File: config.mk
export PLATFORM = sky130hd
export DESIGN_NAME = fetch_unit
export DESIGN_NICKNAME = d
export VERILOG_FILES = /design/src/rtl/fetch_unit.sv
export SDC_FILE = /design/constraint.sdc
export NUM_CORES = 1
export LEC_CHECK = 0
export CAP_MARGIN = 20
export CORE_MARGIN = 5
export CORE_UTILIZATION = 55
export DETAILED_ROUTE_END_ITERATION = 10
export GPL_ROUTABILITY_DRIVEN = 0
export GPL_TIMING_DRIVEN = 0
export PLACE_DENSITY = 0.85
export SLEW_MARGIN = 5
export SYNTH_ARGS = -nofsm -noshare
export SYNTH_HDL_FRONTEND = slang
export SYNTH_SLANG_ARGS = --single-unit
File: constraint.sdc
create_clock -name clk -period 7.8 [get_ports clk]
set_clock_uncertainty 0.05 [all_clocks]
set_input_delay 2.34 -clock clk [delete_from_list [all_inputs] [get_ports clk]]
set_output_delay 2.34 -clock clk [all_outputs]
set_load 0.02 [all_outputs]
File: src/rtl/fetch_unit.sv
// fetch_unit: instruction fetch front end.
// Issues one memory request at a time, buffers up to two returned
// instructions with their PCs, and flushes/refetches on redirect.
// Optional feature macro: FETCH_MISALIGN_CHECK_EN. When defined, a redirect
// to a target that is not word aligned raises a sticky fetch_misalign flag
// and halts fetching until an aligned redirect or reset arrives. When left
// undefined, the low two target bits are simply dropped.
module fetch_unit #(
  parameter logic [31:0] RESET_PC = 32'h0000_0000
) (
  input  logic        clk,
  input  logic        rst,
  output logic        imem_req,
  output logic [31:0] imem_addr,
  input  logic        imem_rvalid,
  input  logic [31:0] imem_rdata,
  output logic        instr_valid,
  input  logic        instr_ready,
  output logic [31:0] instr,
  output logic [31:0] instr_pc,
  input  logic        redirect,
  input  logic [31:0] redirect_pc,
  output logic        fetch_misalign
);

  typedef enum logic [1:0] {
    IDLE = 2'd0,
    WAIT = 2'd1,
    DROP = 2'd2
  } state_t;

  state_t      state_q, state_d;
  logic [31:0] pc_q, pc_d;
  logic [31:0] req_pc_q, req_pc_d;
  logic [31:0] buf_instr_q [2];
  logic [31:0] buf_instr_d [2];
  logic [31:0] buf_pc_q [2];
  logic [31:0] buf_pc_d [2];
  logic        rd_ptr_q, rd_ptr_d;
  logic        wr_ptr_q, wr_ptr_d;
  logic [1:0]  count_q, count_d;
  logic        misalign_q, misalign_d;

  logic [31:0] target_pc;
  logic        target_misaligned;
  logic        issue;
  logic        push;
  logic        pop;

`ifdef FETCH_MISALIGN_CHECK_EN
  // Keep the full target so a misaligned one can be flagged and held.
  always_comb begin
    target_pc         = redirect_pc;
    target_misaligned = (redirect_pc[1:0] != 2'b00);
  end
`else
  logic unused_target_low;
  assign unused_target_low = ^redirect_pc[1:0];

  // Without the check, targets are forced onto a word boundary.
  always_comb begin
    target_pc         = {redirect_pc[31:2], 2'b00};
    target_misaligned = 1'b0;
  end
`endif

  // Request, push and pop qualifiers; redirect suppresses all of them.
  // The request is decoded from the current state rather than registered so
  // that a response can be followed by the next request one cycle later,
  // which is what gives one instruction every two cycles.
  always_comb begin
    issue = !rst && !redirect && !misalign_q &&
            (state_q == IDLE) && (count_q < 2'd2);
    push  = !redirect && (state_q == WAIT) && imem_rvalid;
    pop   = !redirect && (count_q != 2'd0) && instr_ready;
  end

  assign imem_req       = issue;
  assign imem_addr      = issue ? pc_q : 32'h0000_0000;
  assign instr_valid    = (count_q != 2'd0);
  assign instr          = buf_instr_q[rd_ptr_q];
  assign instr_pc       = buf_pc_q[rd_ptr_q];
  assign fetch_misalign = misalign_q;

  // Next-state logic for the FSM, PC, FIFO pointers and misalign flag.
  always_comb begin
    state_d     = state_q;
    pc_d        = pc_q;
    req_pc_d    = req_pc_q;
    buf_instr_d = buf_instr_q;
    buf_pc_d    = buf_pc_q;
    rd_ptr_d    = rd_ptr_q;
    wr_ptr_d    = wr_ptr_q;
    count_d     = count_q;
    misalign_d  = misalign_q;

    if (redirect) begin
      count_d    = 2'd0;
      rd_ptr_d   = 1'b0;
      wr_ptr_d   = 1'b0;
      pc_d       = target_pc;
      misalign_d = target_misaligned;
      unique case (state_q)
        WAIT:    state_d = imem_rvalid ? IDLE : DROP;
        DROP:    state_d = imem_rvalid ? IDLE : DROP;
        default: state_d = IDLE;
      endcase
    end else begin
      unique case (state_q)
        IDLE: begin
          if (issue) begin
            pc_d     = pc_q + 32'd4;
            req_pc_d = pc_q;
            state_d  = WAIT;
          end
        end
        WAIT: begin
          if (imem_rvalid) state_d = IDLE;
        end
        DROP: begin
          if (imem_rvalid) state_d = IDLE;
        end
        default: state_d = IDLE;
      endcase

      if (push) begin
        buf_instr_d[wr_ptr_q] = imem_rdata;
        buf_pc_d[wr_ptr_q]    = req_pc_q;
        wr_ptr_d              = ~wr_ptr_q;
      end
      if (pop) begin
        rd_ptr_d = ~rd_ptr_q;
      end
      count_d = count_q + {1'b0, push} - {1'b0, pop};
    end
  end

  // Control state with synchronous reset.
  always_ff @(posedge clk) begin
    if (rst) begin
      state_q    <= IDLE;
      pc_q       <= RESET_PC;
      req_pc_q   <= 32'h0000_0000;
      rd_ptr_q   <= 1'b0;
      wr_ptr_q   <= 1'b0;
      count_q    <= 2'd0;
      misalign_q <= 1'b0;
    end else begin
      state_q    <= state_d;
      pc_q       <= pc_d;
      req_pc_q   <= req_pc_d;
      rd_ptr_q   <= rd_ptr_d;
      wr_ptr_q   <= wr_ptr_d;
      count_q    <= count_d;
      misalign_q <= misalign_d;
    end
  end

  // FIFO storage; contents are only visible while count is non-zero.
  always_ff @(posedge clk) begin
    buf_instr_q <= buf_instr_d;
    buf_pc_q    <= buf_pc_d;
  end

endmodule

==> reports/results.txt <==
Tcrit/Tclk final: 0.966
DRC violations left: 0
r2r startpoint: pc_q[12]
Die H: 129 um
first-pass GRT wire length: 30,400 um
FP Rows: 43
core area: 13,900 um^2
Startpoint Class: primary input
Synth cell types: 60
hold-critical path depth: 0
Pre-antenna DRT Iters: 6
Seq cells post-synth: 190
GR Util All Layers: 0.235
antenna cells: 0
initial antenna violation count: 0
ranking of synthesized cells by area: edfxtp_1 48%, dfxtp_1 17%, mux2_2 8.9%, nand2_1 3.9%, a21oi_1 2.7%
CTS tree: done
Final nets: 898
result of the run: finished, final reports clean
ys flop type: edfxtp_1
Filler Cell Count: 876
max_slew headroom: 0.499
CTS Buf Count: 17
Setup Crit Path Kind: in -> out
mapped cell area: 7830 um^2
hold_buf cts: 0
syn avg cell area: 12.3 um^2
Clk Latency, worst-skew pair: 0.43 ns
pwr dens: 209 nW/um^2
Post-CTS Setup Bufs: 0
ys async rst share: 0
routed wire length: 19,500 um
total grt overflow: 0
critical path arrival: 5.15 ns
sequential cell area: 5040 um^2
routed length per placed instance: 19.2 um
Ports: 168
Synth top area share: 0.475
Seq/Total Area, Yosys: 0.644
Max Slew Vio Count: 0
IO Port Bufs: 159
Area Overhead vs Synth: 32.8%
Die Wd: 129 um
Reg clk slew, reported paths: 0.06 ns
Worst setup EP type: primary output
initial DRC count: 646
R2R depth: 5
Worst Max-Slew Pin Slew: 0.745 ns
RSZ-0062 raised after global routing: no
multi-input logic area: 2470 um^2
DP Wirelength: 14,100 um
post-layout power: 0.00217 W
Starting Density: 0.562
R2R Path End: pc_q[30]
Routed Antenna Nets: 0
Synth Instances: 638
HP Class: reg -> reg
CP required: 5.41 ns
Max Clk Rate: 133 MHz
Vias/cell: 5.89
share of layout cells above drive strength 1: 0.147
CP startpoint: rst
CP Max Fanout: 10
Longest Clk Path Bufs: 2
Syn. warnings: 0
Peak supply drop: 0.157 mV
Max Cap Viol: 0
number of synthesized flops with an enable pin: 124
via count: 5,988
min Tclk post-route: 7.54 ns
CP Capture Point: imem_addr[21]
clk sinks: 190
htree depth: 4
Leakage: 3.76 nW
largest net degree at the start of global routing: 32
endpoints failing setup: 0
r2r setup slk: 5.38 ns
number of hold violations in the final report: 0
setup_tns: 0 ns
die area: 16,700 um^2
via count of the first global-routing pass: 6,052
CTS root buffer: clkbuf_16
Resized Gates After CTS: 0
area leader, netlist: edfxtp_1
==> state kept, by name (all words and copies together) (netlist names) <==
signal and flops:
count_q 2, buf_pc_q 60, state_q 2, rd_ptr_q 1, pc_q 30, req_pc_q 30, wr_ptr_q 1, buf_instr_q 64
==> layout by cell type (no fill, tap or decap), types with 18 or more instances in the layout <==
| cell type | synthesis | layout |
|---|---|---|
| inv_1 | 39 | 39 |
| clkbuf_1 | 20 | 21 |
| dfxtp_1 | 66 | 66 |
| a21oi_1 | 42 | 42 |
| clkdlybuf4s50_1 | 0 | 159 |
| clkbuf_16 | 0 | 18 |
| nor2_1 | 28 | 26 |
| mux2_2 | 62 | 62 |
| edfxtp_1 | 124 | 124 |
| nand2_1 | 82 | 82 |
==> worst min path at each step <==
stage / to / start
after global routing: buf_pc_q[48] / req_pc_q[16]
final: buf_pc_q[13] / req_pc_q[13]
after detailed placement: buf_pc_q[25] / req_pc_q[25]
after global placement: buf_pc_q[29] / req_pc_q[29]
after floorplan: buf_pc_q[10] / req_pc_q[10]
after CTS: buf_pc_q[25] / req_pc_q[25]
==> report_power, final <==
| group | switching (W) | internal [W] |
|---|---|---|
| Clock | 0.000371 | 0.000534 |
| Sequential | 0.0000190 | 0.00109 |
| Combinational | 0.0000823 | 0.0000754 |
==> worst max-delay path, stage by stage <==
cell             delay (ns)
clkdlybuf4s50_1        0.58
or4b_1                 0.52
buf_2                  0.20
clkinv_4               0.12
buf_2                  0.25
buf_2                  0.28
nand2_1                0.13
inv_1                  0.08
clkdlybuf4s50_1        0.62
==> cells in the mapped netlist, types with 3 or more instances <==
cell type / number
clkbuf_1: 20
o31a_1: 4
inv_1: 39
or4b_1: 3
or3_1: 8
and3_1: 5
nand3b_1: 3
or4_1: 8
and2_1: 6
nand3_1: 13
a311oi_1: 9
buf_1: 5
nand2_1: 82
mux2_2: 62
xnor2_1: 4
dfxtp_1: 66
ha_1: 5
a21oi_1: 42
a31oi_1: 11
o211ai_1: 5
o311ai_0: 3
buf_4: 5
nand4_1: 8
edfxtp_1: 124
nor4_1: 7
nor3_1: 7
o21ai_0: 5
nor2_1: 28
buf_2: 6
o31ai_1: 6
==> per-stage QoR <==
step                      utilization  setup slack [ns]  hold WS, ns  cells  area, um^2
after global placement          0.693            0.0960        0.379    981        9660
after floorplan                     -              1.54        0.375    642        7850
after CTS                       0.746             0.296        0.405   1017       10400
final                           0.746             0.265        0.406   1017       10400
after global routing            0.746             0.175        0.418   1017       10400
after detailed placement        0.701             0.297        0.389    985        9770
==> routing by layer <==
metal  vias up  GRT usage  wire length (um)  part of all wire
met4         0     0.0970               561             0.029
met1      2850      0.296              7600              0.39
met3        57     0.0515              1820             0.093
li1       2705          -                 -                 -
met5         -          0                 0                 0
met2       376      0.395              9540              0.49
==> logic make-up (layout without fill, tap and decap cells) <==
group,Yosys count,after routing,share of synthesized area
simple gates,193,193,0.122
flops,190,190,0.644
fa+ha+maj,5,5,0.00799
compound gates,102,102,0.0853
mux,62,62,0.0892
buf+inv,79,274,0.0438
xor+xnor,6,6,0.00671
other cells,1,5,0.000479
==> layout make-up <==
cell class	count	share of cell area
clock buffers	20	0.0450
well taps	180	0.0217
repair buffers	163	0.162
plain buffers	38	0.0177
inverters	41	0.0153
multi-input cells	373	0.238
flip-flops and latches	190	0.485
clock inverters	12	0.0150
Power figures use the tool's default switching activity.
